### src/rtl/eer_pkt_pkg.sv
`default_nettype none
// ---------------------------------------------------------------------------
// eer_pkt_pkg : shared packet types, field indices and checksum rule
// Rev 1.0
// ---------------------------------------------------------------------------
package eer_pkt_pkg;

    localparam int WORD_WIDTH = 16;
    localparam int NUM_FIELDS = 6;

    typedef enum logic [2:0] {
        PKT_HELLO    = 3'd0,
        PKT_CH_ELECT = 3'd1,
        PKT_CH_ADV   = 3'd2,
        PKT_JOIN     = 3'd3,
        PKT_DATA     = 3'd4
    } pkt_type_e;

    localparam logic [2:0] FLD_SOURCE_ID   = 3'd0;
    localparam logic [2:0] FLD_SOURCE_HOPS = 3'd1;
    localparam logic [2:0] FLD_QVALUE      = 3'd2;
    localparam logic [2:0] FLD_ENERGY_LEFT = 3'd3;
    localparam logic [2:0] FLD_HOPS_FROM_CH = 3'd4;
    localparam logic [2:0] FLD_CHOSEN_CH   = 3'd5;
    localparam logic [2:0] FLD_NONE        = 3'd6;

    typedef enum logic [1:0] {
        TX_IDLE    = 2'd0,
        TX_HDR     = 2'd1,
        TX_PAYLOAD = 2'd2,
        TX_CSUM    = 2'd3
    } tx_state_e;

    function automatic logic [WORD_WIDTH-1:0] csum_update(
        input logic [WORD_WIDTH-1:0] acc,
        input logic [WORD_WIDTH-1:0] word
    );
        return acc ^ word;
    endfunction

    // Lowest set mask bit at or above 'from'; FLD_NONE when none remain.
    function automatic logic [2:0] next_field(
        input logic [5:0] mask,
        input logic [2:0] from
    );
        logic [2:0] r;
        r = FLD_NONE;
        for (int i = 5; i >= 0; i--) begin
            if (mask[i] && (i >= int'(from))) begin
                r = i[2:0];
            end
        end
        return r;
    endfunction

endpackage
`default_nettype wire

### src/rtl/pkt_type_mask.sv
`default_nettype none
// ---------------------------------------------------------------------------
// pkt_type_mask : packet type -> field mask, payload word count, valid flag
// Rev 1.0
// ---------------------------------------------------------------------------
module pkt_type_mask
    import eer_pkt_pkg::*;
(
    input  logic [2:0] pkt_type,
    output logic [5:0] mask,
    output logic [2:0] count,
    output logic       valid
);

    always_comb begin
        mask  = 6'b000000;
        count = 3'd0;
        valid = 1'b0;
        case (pkt_type)
            PKT_HELLO:    begin mask = 6'b000011; count = 3'd2; valid = 1'b1; end
            PKT_CH_ELECT: begin mask = 6'b001111; count = 3'd4; valid = 1'b1; end
            PKT_CH_ADV:   begin mask = 6'b011111; count = 3'd5; valid = 1'b1; end
            PKT_JOIN:     begin mask = 6'b101101; count = 3'd4; valid = 1'b1; end
            PKT_DATA:     begin mask = 6'b111111; count = 3'd6; valid = 1'b1; end
            default:      begin mask = 6'b000000; count = 3'd0; valid = 1'b0; end
        endcase
    end

endmodule
`default_nettype wire

### src/rtl/pkt_transmitter.sv
`default_nettype none
// ---------------------------------------------------------------------------
// pkt_transmitter : latches one packet and streams header, payload, checksum
// Rev 1.0
// ---------------------------------------------------------------------------
module pkt_transmitter
    import eer_pkt_pkg::*;
#(
    parameter int WORD_WIDTH = 16,
    parameter int SEQ_WIDTH  = 4
) (
    input  logic                  clk,
    input  logic                  rst,
    input  logic                  send,
    input  logic [2:0]            tPacketType,
    input  logic [WORD_WIDTH-1:0] tSourceID,
    input  logic [WORD_WIDTH-1:0] tSourceHops,
    input  logic [WORD_WIDTH-1:0] tQValue,
    input  logic [WORD_WIDTH-1:0] tEnergyLeft,
    input  logic [WORD_WIDTH-1:0] tHopsFromCH,
    input  logic [WORD_WIDTH-1:0] tChosenCH,
    output logic                  busy,
    output logic                  txReject,
    output logic [WORD_WIDTH-1:0] txWord,
    output logic                  txValid,
    input  logic                  txReady,
    output logic                  txLast,
    output logic                  txDone
);

    localparam logic [1:0] ST_IDLE    = TX_IDLE;
    localparam logic [1:0] ST_HDR     = TX_HDR;
    localparam logic [1:0] ST_PAYLOAD = TX_PAYLOAD;
    localparam logic [1:0] ST_CSUM    = TX_CSUM;

    logic [1:0]            state_q,  state_d;
    logic [WORD_WIDTH-1:0] fields_q [NUM_FIELDS];
    logic [WORD_WIDTH-1:0] fields_d [NUM_FIELDS];
    logic [5:0]            mask_q,   mask_d;
    logic [2:0]            ptr_q,    ptr_d;
    logic [WORD_WIDTH-1:0] csum_q,   csum_d;
    logic [SEQ_WIDTH-1:0]  seq_q,    seq_d;
    logic [WORD_WIDTH-1:0] tx_word_q, tx_word_d;
    logic                  tx_valid_q, tx_valid_d;
    logic                  tx_last_q, tx_last_d;
    logic                  tx_done_q, tx_done_d;
    logic                  tx_reject_q, tx_reject_d;
    logic                  busy_q,   busy_d;

    logic [5:0]            type_mask_w;
    logic [2:0]            type_count_w;
    logic                  type_valid_w;
    logic [WORD_WIDTH-1:0] hdr_w;
    logic                  handshake_w;
    logic [2:0]            nxt_ptr_w;
    logic [WORD_WIDTH-1:0] nxt_word_w;

    pkt_type_mask u_type_mask (
        .pkt_type (tPacketType),
        .mask     (type_mask_w),
        .count    (type_count_w),
        .valid    (type_valid_w)
    );

    always_comb begin
        hdr_w = '0;
        hdr_w[WORD_WIDTH-1 -: 3]  = tPacketType;
        hdr_w[WORD_WIDTH-4 -: 6]  = type_mask_w;
        hdr_w[WORD_WIDTH-10 -: 3] = type_count_w;
        hdr_w[SEQ_WIDTH-1:0]      = seq_q;
    end

    assign handshake_w = tx_valid_q && txReady;

    // Search restarts at bit 0 from the header, otherwise just past the current field.
    always_comb begin
        nxt_ptr_w  = next_field(mask_q, (state_q == ST_HDR) ? 3'd0 : ptr_q + 3'd1);
        nxt_word_w = (nxt_ptr_w != FLD_NONE) ? fields_q[nxt_ptr_w] : '0;
    end

    always_comb begin
        state_d     = state_q;
        fields_d    = fields_q;
        mask_d      = mask_q;
        ptr_d       = ptr_q;
        csum_d      = csum_q;
        seq_d       = seq_q;
        tx_word_d   = tx_word_q;
        tx_valid_d  = tx_valid_q;
        tx_last_d   = tx_last_q;
        tx_done_d   = 1'b0;
        tx_reject_d = 1'b0;

        case (state_q)
            ST_IDLE: begin
                if (send) begin
                    if (type_valid_w) begin
                        fields_d[FLD_SOURCE_ID]    = tSourceID;
                        fields_d[FLD_SOURCE_HOPS]  = tSourceHops;
                        fields_d[FLD_QVALUE]       = tQValue;
                        fields_d[FLD_ENERGY_LEFT]  = tEnergyLeft;
                        fields_d[FLD_HOPS_FROM_CH] = tHopsFromCH;
                        fields_d[FLD_CHOSEN_CH]    = tChosenCH;
                        mask_d     = type_mask_w;
                        ptr_d      = 3'd0;
                        seq_d      = seq_q + SEQ_WIDTH'(1);
                        tx_word_d  = hdr_w;
                        csum_d     = hdr_w;
                        tx_valid_d = 1'b1;
                        tx_last_d  = 1'b0;
                        state_d    = ST_HDR;
                    end else begin
                        tx_reject_d = 1'b1;
                    end
                end
            end
            ST_HDR, ST_PAYLOAD: begin
                if (send) begin
                    tx_reject_d = 1'b1;
                end
                if (handshake_w) begin
                    if (nxt_ptr_w == FLD_NONE) begin
                        tx_word_d = csum_q;
                        tx_last_d = 1'b1;
                        state_d   = ST_CSUM;
                    end else begin
                        tx_word_d = nxt_word_w;
                        csum_d    = csum_update(csum_q, nxt_word_w);
                        ptr_d     = nxt_ptr_w;
                        state_d   = ST_PAYLOAD;
                    end
                end
            end
            ST_CSUM: begin
                if (send) begin
                    tx_reject_d = 1'b1;
                end
                if (handshake_w) begin
                    tx_word_d  = '0;
                    tx_valid_d = 1'b0;
                    tx_last_d  = 1'b0;
                    tx_done_d  = 1'b1;
                    state_d    = ST_IDLE;
                end
            end
            default: begin
                state_d = ST_IDLE;
            end
        endcase

        busy_d = (state_d != ST_IDLE);
    end

    always_ff @(posedge clk or posedge rst) begin
        if (rst) begin
            state_q     <= ST_IDLE;
            for (int i = 0; i < NUM_FIELDS; i++) begin
                fields_q[i] <= '0;
            end
            mask_q      <= '0;
            ptr_q       <= '0;
            csum_q      <= '0;
            seq_q       <= '0;
            tx_word_q   <= '0;
            tx_valid_q  <= 1'b0;
            tx_last_q   <= 1'b0;
            tx_done_q   <= 1'b0;
            tx_reject_q <= 1'b0;
            busy_q      <= 1'b0;
        end else begin
            state_q     <= state_d;
            fields_q    <= fields_d;
            mask_q      <= mask_d;
            ptr_q       <= ptr_d;
            csum_q      <= csum_d;
            seq_q       <= seq_d;
            tx_word_q   <= tx_word_d;
            tx_valid_q  <= tx_valid_d;
            tx_last_q   <= tx_last_d;
            tx_done_q   <= tx_done_d;
            tx_reject_q <= tx_reject_d;
            busy_q      <= busy_d;
        end
    end

    assign busy     = busy_q;
    assign txReject = tx_reject_q;
    assign txWord   = tx_word_q;
    assign txValid  = tx_valid_q;
    assign txLast   = tx_last_q;
    assign txDone   = tx_done_q;

endmodule
`default_nettype wire

### config.mk
export PLATFORM = sky130hd
export DESIGN_NAME = pkt_transmitter
export DESIGN_NICKNAME = d
export VERILOG_FILES = /design/src/rtl/eer_pkt_pkg.sv /design/src/rtl/pkt_type_mask.sv /design/src/rtl/pkt_transmitter.sv
export SDC_FILE = /design/constraint.sdc
export NUM_CORES = 1
export LEC_CHECK = 0
export ABC_AREA = 1
export BUFFER_PORTS_ARGS = -buffer_cell sky130_fd_sc_hd__buf_2
export CAP_MARGIN = 20
export CORE_UTILIZATION = 62
export CTS_CLUSTER_DIAMETER = 200
export DETAILED_ROUTE_END_ITERATION = 7
export PLACE_DENSITY_LB_ADDON = 0.08
export SETUP_SLACK_MARGIN = 0.4
export SLEW_MARGIN = 20
export SYNTH_ARGS = -nofsm -noshare
export SYNTH_HDL_FRONTEND = slang
export SYNTH_HIERARCHICAL = 1
export SYNTH_SLANG_ARGS = --single-unit
export TNS_END_PERCENT = 100
### constraint.sdc
create_clock -name clk -period 9.9 [get_ports clk]
set_input_delay 0.495 -clock clk [delete_from_list [all_inputs] [get_ports clk]]
set_output_delay 0.495 -clock clk [all_outputs]
set_load 0.1 [all_outputs]
; Yosys cells after proc, flatten, opt, wreduce, memory -nomap -nowiden
; Index checks and enable logic that the tools add are counted.
[classes]
eq_ne = 15
n_reduce_logical = 21
n_mux = 49
add_sub_neg = 2
magnitude_cmp = 7
bitwise_logic = 2
[ops]
columns = op, n
row1 = $mux 16, 10
row2 = $bmux 16 s3, 1
row3 = $pmux 16 s3, 1
row4 = $pmux 16 s2, 1
row5 = $mux 3, 10
row6 = $pmux 6 s5, 1
row7 = $xor 16x16->16, 1
row8 = $mux 1, 14
row9 = $ne 2x2->1 const B, 6
row10 = $pmux 3 s4, 1
row11 = $mux 2, 5
row12 = $reduce_and 5->1, 2
row13 = $reduce_and 4->1, 2
row14 = $logic_and 1x1->1, 7
row15 = $eq 3x2->1 const B, 2
row16 = $eq 3x3->1 const B, 2
row17 = $ge 1x3->1 const A, 2
row18 = $ge 2x3->1 const A, 2
row19 = $ge 3x3->1 const A, 2
row20 = $pmux 2 s3, 1
row21 = $pmux 3 s2, 1
row22 = $reduce_bool 2->1, 3
row23 = $reduce_or 5->1, 1
row24 = $add 4x1->4 const B, 1
row25 = other kinds (14), 17
[word_totals]
output_inout_bits = 21
register_bits = 148
inputBits = 103
word_cells = 113

; Logic depth before layout (Yosys ltp)
; Gate-level depths: netlist of run 1.
[logic_depth]
depth_word = 19
ltp_mapped = 21
mapped_depth_nobuf = 20

; Hierarchy
; Netlist of run 1, hierarchy kept.
[by_module_without_submodules]
columns = mod, seq_area_each_um2, cells_each, area_each_um2, instances
row1 = pkt_transmitter, 3703.6, 1154, 8084.0, 1
row2 = pkt_type_mask, 0.0, 18, 86.3, 1

; Worst setup path before layout of run 1
; No wires, ideal clock.
[synth_timing]
path_type = reg-to-reg
start = register ptr_q[0]
end = register csum_q[0]
n_path_buf = 1
stages_incl_launch_ff = 17
arrival_ns = 2.111
setup_time_ns = 0.113
period_less_slack_ns = 2.224
setup_slack_ns = 7.676
t_required_ns = 9.787
path_cell_list = dfrtp_1 -> ha_1 -> inv_1 -> o21a_2 -> o211ai_4 -> nand2_4 -> nor2_4 -> nand3_2 -> nand2_1 -> nand2_1 -> nand3_4 -> inv_2 -> buf_6 -> nand2_1 -> nand2_1 -> nand2_1 -> inv_1
[synth_via]
elab_chain_len = 19
elab_cells_between_ends = 33
cone_classes = 1 x add/sub / 6 x order compare / 3 x eq/ne / 14 x mux / 2 x bitwise / 7 x reduce/logical
[synth_rtl]
columns = item, line
row1 = start: declaration, pkt_transmitter.sv:40  ; logic [2:0] ptr_q, ptr_d;
row2 = start signal: assignment, pkt_transmitter.sv:174  ; ptr_q <= ptr_d;
row3 = $add 3x1->3 (*), pkt_transmitter.sv:77  ; nxt_ptr_w = next_field(mask_q, (state_q == ST_HDR) ? 3'd0 : ptr_q + 3'd1);
row4 = $mux 3 (*), pkt_transmitter.sv:77
row5 = $ge 3x3->1, eer_pkt_pkg.sv:49  ; if (mask[i] && (i >= int'(from))) begin
row6 = $logic_and 1x1->1, eer_pkt_pkg.sv:49
row7 = $mux 2, eer_pkt_pkg.sv:49
row8 = $mux 3 (4 in a row), eer_pkt_pkg.sv:49
row9 = $mux 3 (*), eer_pkt_pkg.sv:49
row10 = $not 3->4 (implied by the code), pkt_transmitter.sv:78  ; nxt_word_w = (nxt_ptr_w != FLD_NONE) ? fields_q[nxt_ptr_w] : '0;
row11 = $bmux 16 s3, pkt_transmitter.sv:78
row12 = $mux 16 (implied by the code) (2 in a row), pkt_transmitter.sv:78
row13 = $mux 16, pkt_transmitter.sv:78
row14 = $xor 16x16->16, eer_pkt_pkg.sv:38  ; return acc ^ word;
row15 = $mux 16, pkt_transmitter.sv:122  ; if (nxt_ptr_w == FLD_NONE) begin
row16 = $mux 16, pkt_transmitter.sv:121  ; if (handshake_w) begin
row17 = $pmux 16 s2, pkt_transmitter.sv:94  ; case (state_q)
row18 = end signal: assignment, pkt_transmitter.sv:175  ; csum_q <= csum_d;
row19 = end: declaration, pkt_transmitter.sv:41  ; logic [WORD_WIDTH-1:0] csum_q, csum_d;
; Mark *: on every way between the ends. The rest lies on a longest branch, timed or not. The select of a mux whose other input is x is not followed.
; A chain may end at the register's enable or synchronous reset.

; Worst setup path in the final report of run 1
[layout_timing]
start = register ptr_q[0]
end = register csum_q[1]
; Same word-level chain as after synthesis.

==> flow_summary.yaml, run 1 <==
clock_tree:
  numCtsBuffers: 17
  cts-root-buf: "clkbuf_16"
  post_cts_buffers: 0
  htree_levels: 4
  insertion_delay_ps: 430
  clk_pin_slew_ps: 60
  post_cts_resized: 0
  cts.sinks: 148
  ctsHoldBuffers: 0
  ctsLongestPathBuffers: 2
  cts_tree: "yes"
routing:
  routed.top_layer: "met4"
  antenna_left: 0
  wl_met1_um: 8570
  drt_wl_total_um: 21600
  wl_per_cell_um: 15.0
  met2_length_um: 10500
  vias: 7966
  dr_wl_met3_um: 1610
  drt_iter0_drc: 850
  dr.pass1.iters: 5
  drc: 0
  via_per_inst: 5.53
logic_synthesis:
  yosys.cell_types.count: 37
  syn_inst: 1172
  synth_seq_cells: 148
  synth_area_leader_cell: "dfrtp_1"
  synth_ff_type: "dfrtp_1"
  synthTopCellsByArea: "dfrtp_1 45%, nand2_1 23%, nand3_1 11%, inv_1 5.3%, o21ai_0 2.6%"
  post-synth-top-count-cell: "nand2_1"
  netlist_area_mm2: 0.00817
  synth_top_area_frac: 0.453
  synth_nets: 1281
  yosysWarnings: 6
  synth_edf_count: 0
  syn_area_per_cell_um2: 6.97
  async_flop_share: 1.00
  synth_commonest_cells: "508 x nand2_1, 179 x nand3_1, 148 x dfrtp_1, 115 x inv_1, 42 x o21ai_0"
  yosysSeqAreaShare: 0.453
cells_and_area:
  layout.nets: 1366
  final_core_util: 0.734
  synthToLayoutAreaGrowth_pct: 14.3
  diodes: 0
  final_cells: 1441
  drive_gt1_frac: 0.151
  stdcell_area_mm2: 0.00934
floorplanning:
  core_mm2: 0.0127
  num_rows: 41
  io_pins: 124
  dieArea_mm2: 0.0136
  initial_core_util: 0.642
  dieHeight_um: 117
  die_w_um: 117
worst_setup_path:
  r2r_start: "ptr_q[0]$_DFFE_PP0P_"
  worstReg2RegEnd: "csum_q[1]$_DFFE_PP0P_"
  critical_path.max_fanout: 51
  r2r_slack_ps: 6020
  critPathLaunchType: "register"
  cp.required_ps: 10220
  path_class: "reg2reg"
  crit_arrival_ps: 4200
  ff2ff_path_depth: 20
  cp-end-kind: "register"
grt:
  grt_pass1_vias: 7423
  grt_pass1_wl_um: 35100
  track_usage: 0.342
  overflow: 0
  antenna_found_initial: 0
  grt_start_max_net_pins: 90
place:
  dpl_cell_area_mm2: 0.00877
  gp_congestion: 0.955
  dpl.hpwl_um: 14900
  placed_cells: 1410
  port_buffers: 123
timing:
  worst_pin_slew_ps: 1020
  final-setup-viol-count: 0
  setup_tns_ps: 0
  post-route-period-util: 0.392
  max_freq_mhz: 258
  period_minus_slack_ps: 3880
  finalHoldViolCount: 0
  worst_clock_skew_ps: 9.12
  finalMaxSlewViolations: 0
  rsz0062_at_grt: "false"
  slew_headroom: 0.322
job:
  cap_violations: 0
worst_hold_path:
  worstHoldPathType: "in2async"
run_status:
  status: "finished, final reports clean"
==> per-stage QoR <==
stage | worst slack (ps) | hold slack (ps)
after floorplan | 5430 | 442
after global placement | 6280 | 455
after detailed placement | 6140 | 459
after CTS | 6120 | 254
after global routing | 5720 | 264
final | 6020 | 215
==> cell families (layout without fill, tap and decap cells) <==
family,count (synthesis),count (layout),synth area share
XOR/XNOR,3,3,0.00322
adder cells (fa/ha/maj),6,6,0.00919
AO/OA/AOI/OAI,86,86,0.0597
flip-flops,148,148,0.453
AND/OR/NAND/NOR,742,742,0.381
buffers and inverters,187,284,0.0933
==> final cells by class <==
type                    instances  area [um^2]
clock buffers                  22          474
multi-input cells             837         3710
fillers                      1083         3380
repair buffers                130          668
inverters                     123          467
clock inverters                 9         97.6
well taps                     172          215
flip-flops and latches        148         3700
==> state kept, by name, indices dropped and copies added (netlist names) <==
signal / count
fields_q: 96
csum_q: 16
txWord: 16
mask_q: 6
seq_q: 4
ptr_q: 3
state_q: 2
busy: 1
txDone: 1
txLast: 1
txReject: 1
txValid: 1
==> worst max-delay path, stage by stage (launching register included) <==
cell and delay [ps]:
dfrtp_1 460, ha_1 370, inv_1 100, nand2_1 60, nand4_1 110, nand2_1 90
nand2_1 70, nand2_1 40, nand2_1 60, nand2_2 480, nand2_2 210, buf_4 500
nand3_2 270, nand2_1 120, nand2_1 90, nand3_4 130, inv_2 240, nand2_1 140
nand2_1 60, nand2_1 70, inv_1 40
==> layout by cell type (no fill, tap or decap), types with 17 or more instances in the layout <==
cell type  instances
a21oi_1           32
buf_2            123
clkbuf_16         17
dfrtp_1          148
inv_1            113
nand2_1          508
nand3_1          179
nor2_1            28
o21ai_0           42
==> worst max path at each step <==
stage                     cells past startpoint                endpoint  slack (ps)                 start
after floorplan                               1          busy$_DFF_PP0_        5430                   rst
after global placement                       12   txWord[0]$_DFFE_PP0P_        6280  ptr_q[0]$_DFFE_PP0P_
after detailed placement                     14  csum_q[13]$_DFFE_PP0P_        6140  ptr_q[0]$_DFFE_PP0P_
after CTS                                    14  csum_q[13]$_DFFE_PP0P_        6120  ptr_q[0]$_DFFE_PP0P_
after global routing                         20   csum_q[5]$_DFFE_PP0P_        5720  ptr_q[0]$_DFFE_PP0P_
final                                        20   csum_q[1]$_DFFE_PP0P_        6020  ptr_q[0]$_DFFE_PP0P_
==> per-layer routing <==
| layer | up-vias | GRT usage |
|---|---|---|
| met1 | 3709 | 0.408 |
| met5 | - | 0 |
| met4 | 0 | 0.173 |
| met2 | 349 | 0.572 |
| met3 | 84 | 0.0917 |
| li1 | 3824 | - |
Power of run 1 is left out: the tool's default activity adds up to more than one toggle a clock period on the data nets, which glitch-free logic cannot reach.
==> run 2: changes to the inputs <==
--- a/config.mk
+++ b/config.mk
@@ -5,10 +5,10 @@
 export SDC_FILE = /design/constraint.sdc
 export NUM_CORES = 1
 export LEC_CHECK = 0
-export ABC_AREA = 1
+export ABC_AREA = 0
 export BUFFER_PORTS_ARGS = -buffer_cell sky130_fd_sc_hd__buf_2
 export CAP_MARGIN = 20
-export CORE_UTILIZATION = 62
+export CORE_UTILIZATION = 52
 export CTS_CLUSTER_DIAMETER = 200
 export DETAILED_ROUTE_END_ITERATION = 7
 export PLACE_DENSITY_LB_ADDON = 0.08
==> constraint.sdc (replaced) <==
create_clock -name clk -period 3.4 [get_ports clk]
set_input_delay 0.17 -clock clk [delete_from_list [all_inputs] [get_ports clk]]
set_output_delay 0.17 -clock clk [all_outputs]
set_load 0.1 [all_outputs]
==> flow_summary.yaml, run 2 <==
logic_synthesis:
  synth_top_family_by_area: "simple AND/OR/NAND/NOR gates"
  yosysWarnings: 6
  synth-simple-area-share: 0.288
  synth_seq_cells: 148
  netlist_area_mm2: 0.00790
  yosys.cell_types.count: 57
  synth-xor-area-share: 0.00871
  synth_commonest_cells: "344 x nand2_1, 148 x dfrtp_1, 52 x a21oi_1, 45 x clkbuf_1, 31 x nor2_1"
  yosysSeqAreaShare: 0.469
  synth_edf_count: 0
  synth_top_area_frac: 0.469
  synthAdderAreaFrac: 0.00950
  synthMuxAreaShare: 0.00143
  synth_nets: 1051
  post-synth-top-count-cell: "nand2_1"
  synth_compound_area_frac: 0.174
  synth_ff_type: "dfrtp_1"
  synthTopCellsByArea: "dfrtp_1 47%, nand2_1 16%, a21oi_1 3.3%, clkbuf_1 2.1%, nand3_1 1.8%"
  async_flop_share: 1.00
  syn_inst: 942
  synth_area_leader_cell: "dfrtp_1"
  syn_area_per_cell_um2: 8.39
floorplanning:
  dieArea_mm2: 0.0157
  io_pins: 124
  initial_core_util: 0.537
  die_w_um: 125
  num_rows: 44
  dieHeight_um: 125
  core_mm2: 0.0147
clock_tree:
  cts-root-buf: "clkbuf_16"
  numCtsBuffers: 17
  clk_pin_slew_ps: 60
  cts_tree: "yes"
  insertion_delay_ps: 430
  ctsLongestPathBuffers: 2
  cts.sinks: 148
  htree_levels: 4
cells_and_area:
  diodes: 0
  fillerInstances: 1115
  final_common_cell: "nand2_1"
  synthToLayoutAreaGrowth_pct: 30.8
  largest_reg_flops: 96
  final_cell_mix: "343 x nand2_1, 148 x dfrtp_1, 123 x buf_2"
  drive_gt1_frac: 0.197
  regMostFlops: "fields_q"
  layout.nets: 1244
routing:
  wl_per_cell_um: 18.3
  vias: 7651
  via_per_inst: 5.74
  drt_iter0_drc: 715
  drt_wl_total_um: 24300
  dr.pass1.iters: 7
  antenna_left: 0
  drc: 11
timing:
  worst_pin_slew_ps: 850
  rsz0062_at_grt: "true"
  finalMaxSlewViolations: 0
  slew_headroom: 0.434
  worst_clock_skew_ps: 9.54
  post-route-period-util: 0.864
  finalHoldViolCount: 35
  worst_slack_ps: 461
  setup_tns_ps: 0
  max_freq_mhz: 340
  period_minus_slack_ps: 2940
  hold_ws_ps: -104
  final-setup-viol-count: 0
worst_setup_path:
  cp-end-kind: "register"
  worstSetupStartpoint: "ptr_q[0]$_DFFE_PP0P_"
  cp.required_ps: 3760
  path_class: "reg2reg"
  r2r_start: "ptr_q[0]$_DFFE_PP0P_"
  critical_path.max_fanout: 9
  critPathLaunchType: "register"
  crit_arrival_ps: 3300
pwr:
  leakage_nw: 4.90
  peakVddDrop_uv: 551
  p_per_area_mw_per_mm2: 1140
place:
  dp_slack_ps: 286
  dpl.hpwl_um: 15400
  port_buffers: 123
  gp_congestion: 0.935
run_status:
  status: "finished with violations"
  violations: "design-rule violations, negative hold slack"
grt:
  track_usage: 0.324
  grt_pass1_wl_um: 39000
  grt_start_max_net_pins: 149
  antenna_found_initial: 0
  grt_pass1_vias: 7382
  overflow: 0
worst_hold_path:
  worstHoldPathType: "in2async"
job:
  cap_violations: 0
==> run 2: cell count changes after synthesis, moves of 12 or more <==
cell,delta
nand2_1,-164
nand3_1,-150
inv_1,-97
o21ai_0,-25
a21oi_1,+20
nor3b_1,+17
and4_1,+16
o22ai_1,+16
a31oi_1,+15
o31ai_1,+14
o2111ai_1,+13
a211oi_1,+12
a22oi_1,+12
or3_1,+12
==> run 2: worst paths after layout <==
kind                                                  to  slack (ps)  depth (start not counted)
worst max-delay path               csum_q[0]$_DFFE_PP0P_         460                          9
worst min-delay path                state_q[1]$_DFF_PP0_        -100                          3
worst max register to register     csum_q[0]$_DFFE_PP0P_         460                          9
worst min register to register  fields_q[27]$_DFFE_PP0P_         470                          2
max in group asynchronous         txWord[13]$_DFFE_PP0P_        2810                          3
min in group clk                        txDone$_DFF_PP0_          30                          2
==> run 2: kinds of logic after synthesis <==
logic type	after synthesis
flops	148
mux	1
buf+inv	87
xor+xnor	7
fa+ha+maj	6
simple gates	496
compound gates	197
==> run 2: layout make-up <==
type	instances	area (um^2)	area share
flip-flops and latches	148	3700	0.358
multi-input cells	707	3890	0.377
well taps	184	230	0.0223
inverters	18	71.3	0.00690
clock inverters	14	190	0.0184
repair buffers	243	1800	0.175
clock buffers	18	439	0.0425
==> run 2: power by group <==
part           leakage, nW  internal, W  switching (W)
logic                 2.78      0.00214        0.00426
registers             1.82      0.00262       0.000702
clock network        0.300      0.00120       0.000812
==> run 2: stage by stage <==
| stage | area, um^2 | power (W) | cells | hold slack (ps) | utilization |
|---|---|---|---|---|---|
| floorplan | 7900 | 0.00777 | 942 | 275 | - |
| global route | 10300 | 0.0125 | 1332 | 21.7 | 0.703 |
| CTS | 10200 | 0.0115 | 1328 | 14.4 | 0.696 |
| detailed placement | 8640 | 0.00931 | 1201 | 362 | 0.588 |
| finish | 10300 | 0.0117 | 1332 | -104 | 0.703 |
| global placement | 8640 | 0.00925 | 1201 | 359 | 0.588 |
==> run 2: critical path: stages, from the launching register on <==
cell and delay, ps:
dfrtp_1 480, ha_2 430, or3b_1 430, a21oi_4 270, buf_4 220, a2bb2oi_1 330, or4_1 160, o31ai_1 90
or3_1 380, nand3_1 80
==> run 2: what timing repair did <==
item / in CTS / in global routing
hold buffers: 95 / 0
setup endpoints to repair: 23 / 35
buffers inserted: 0 / 4
gates resized for setup: 5 / 12
pin swaps: 0 / 2
hold endpoints to repair: 95 / 0
==> run 2: per-layer routing <==
metal / global-route usage / share of wire / up-vias
li1: - / - / 3656
met1: 0.451 / 0.46 / 3618
met2: 0.483 / 0.45 / 326
met3: 0.0762 / 0.068 / 51
met4: 0.141 / 0.030 / 0
met5: 0 / 0 / -
Note: power is estimated with default switching activity, not from simulation.
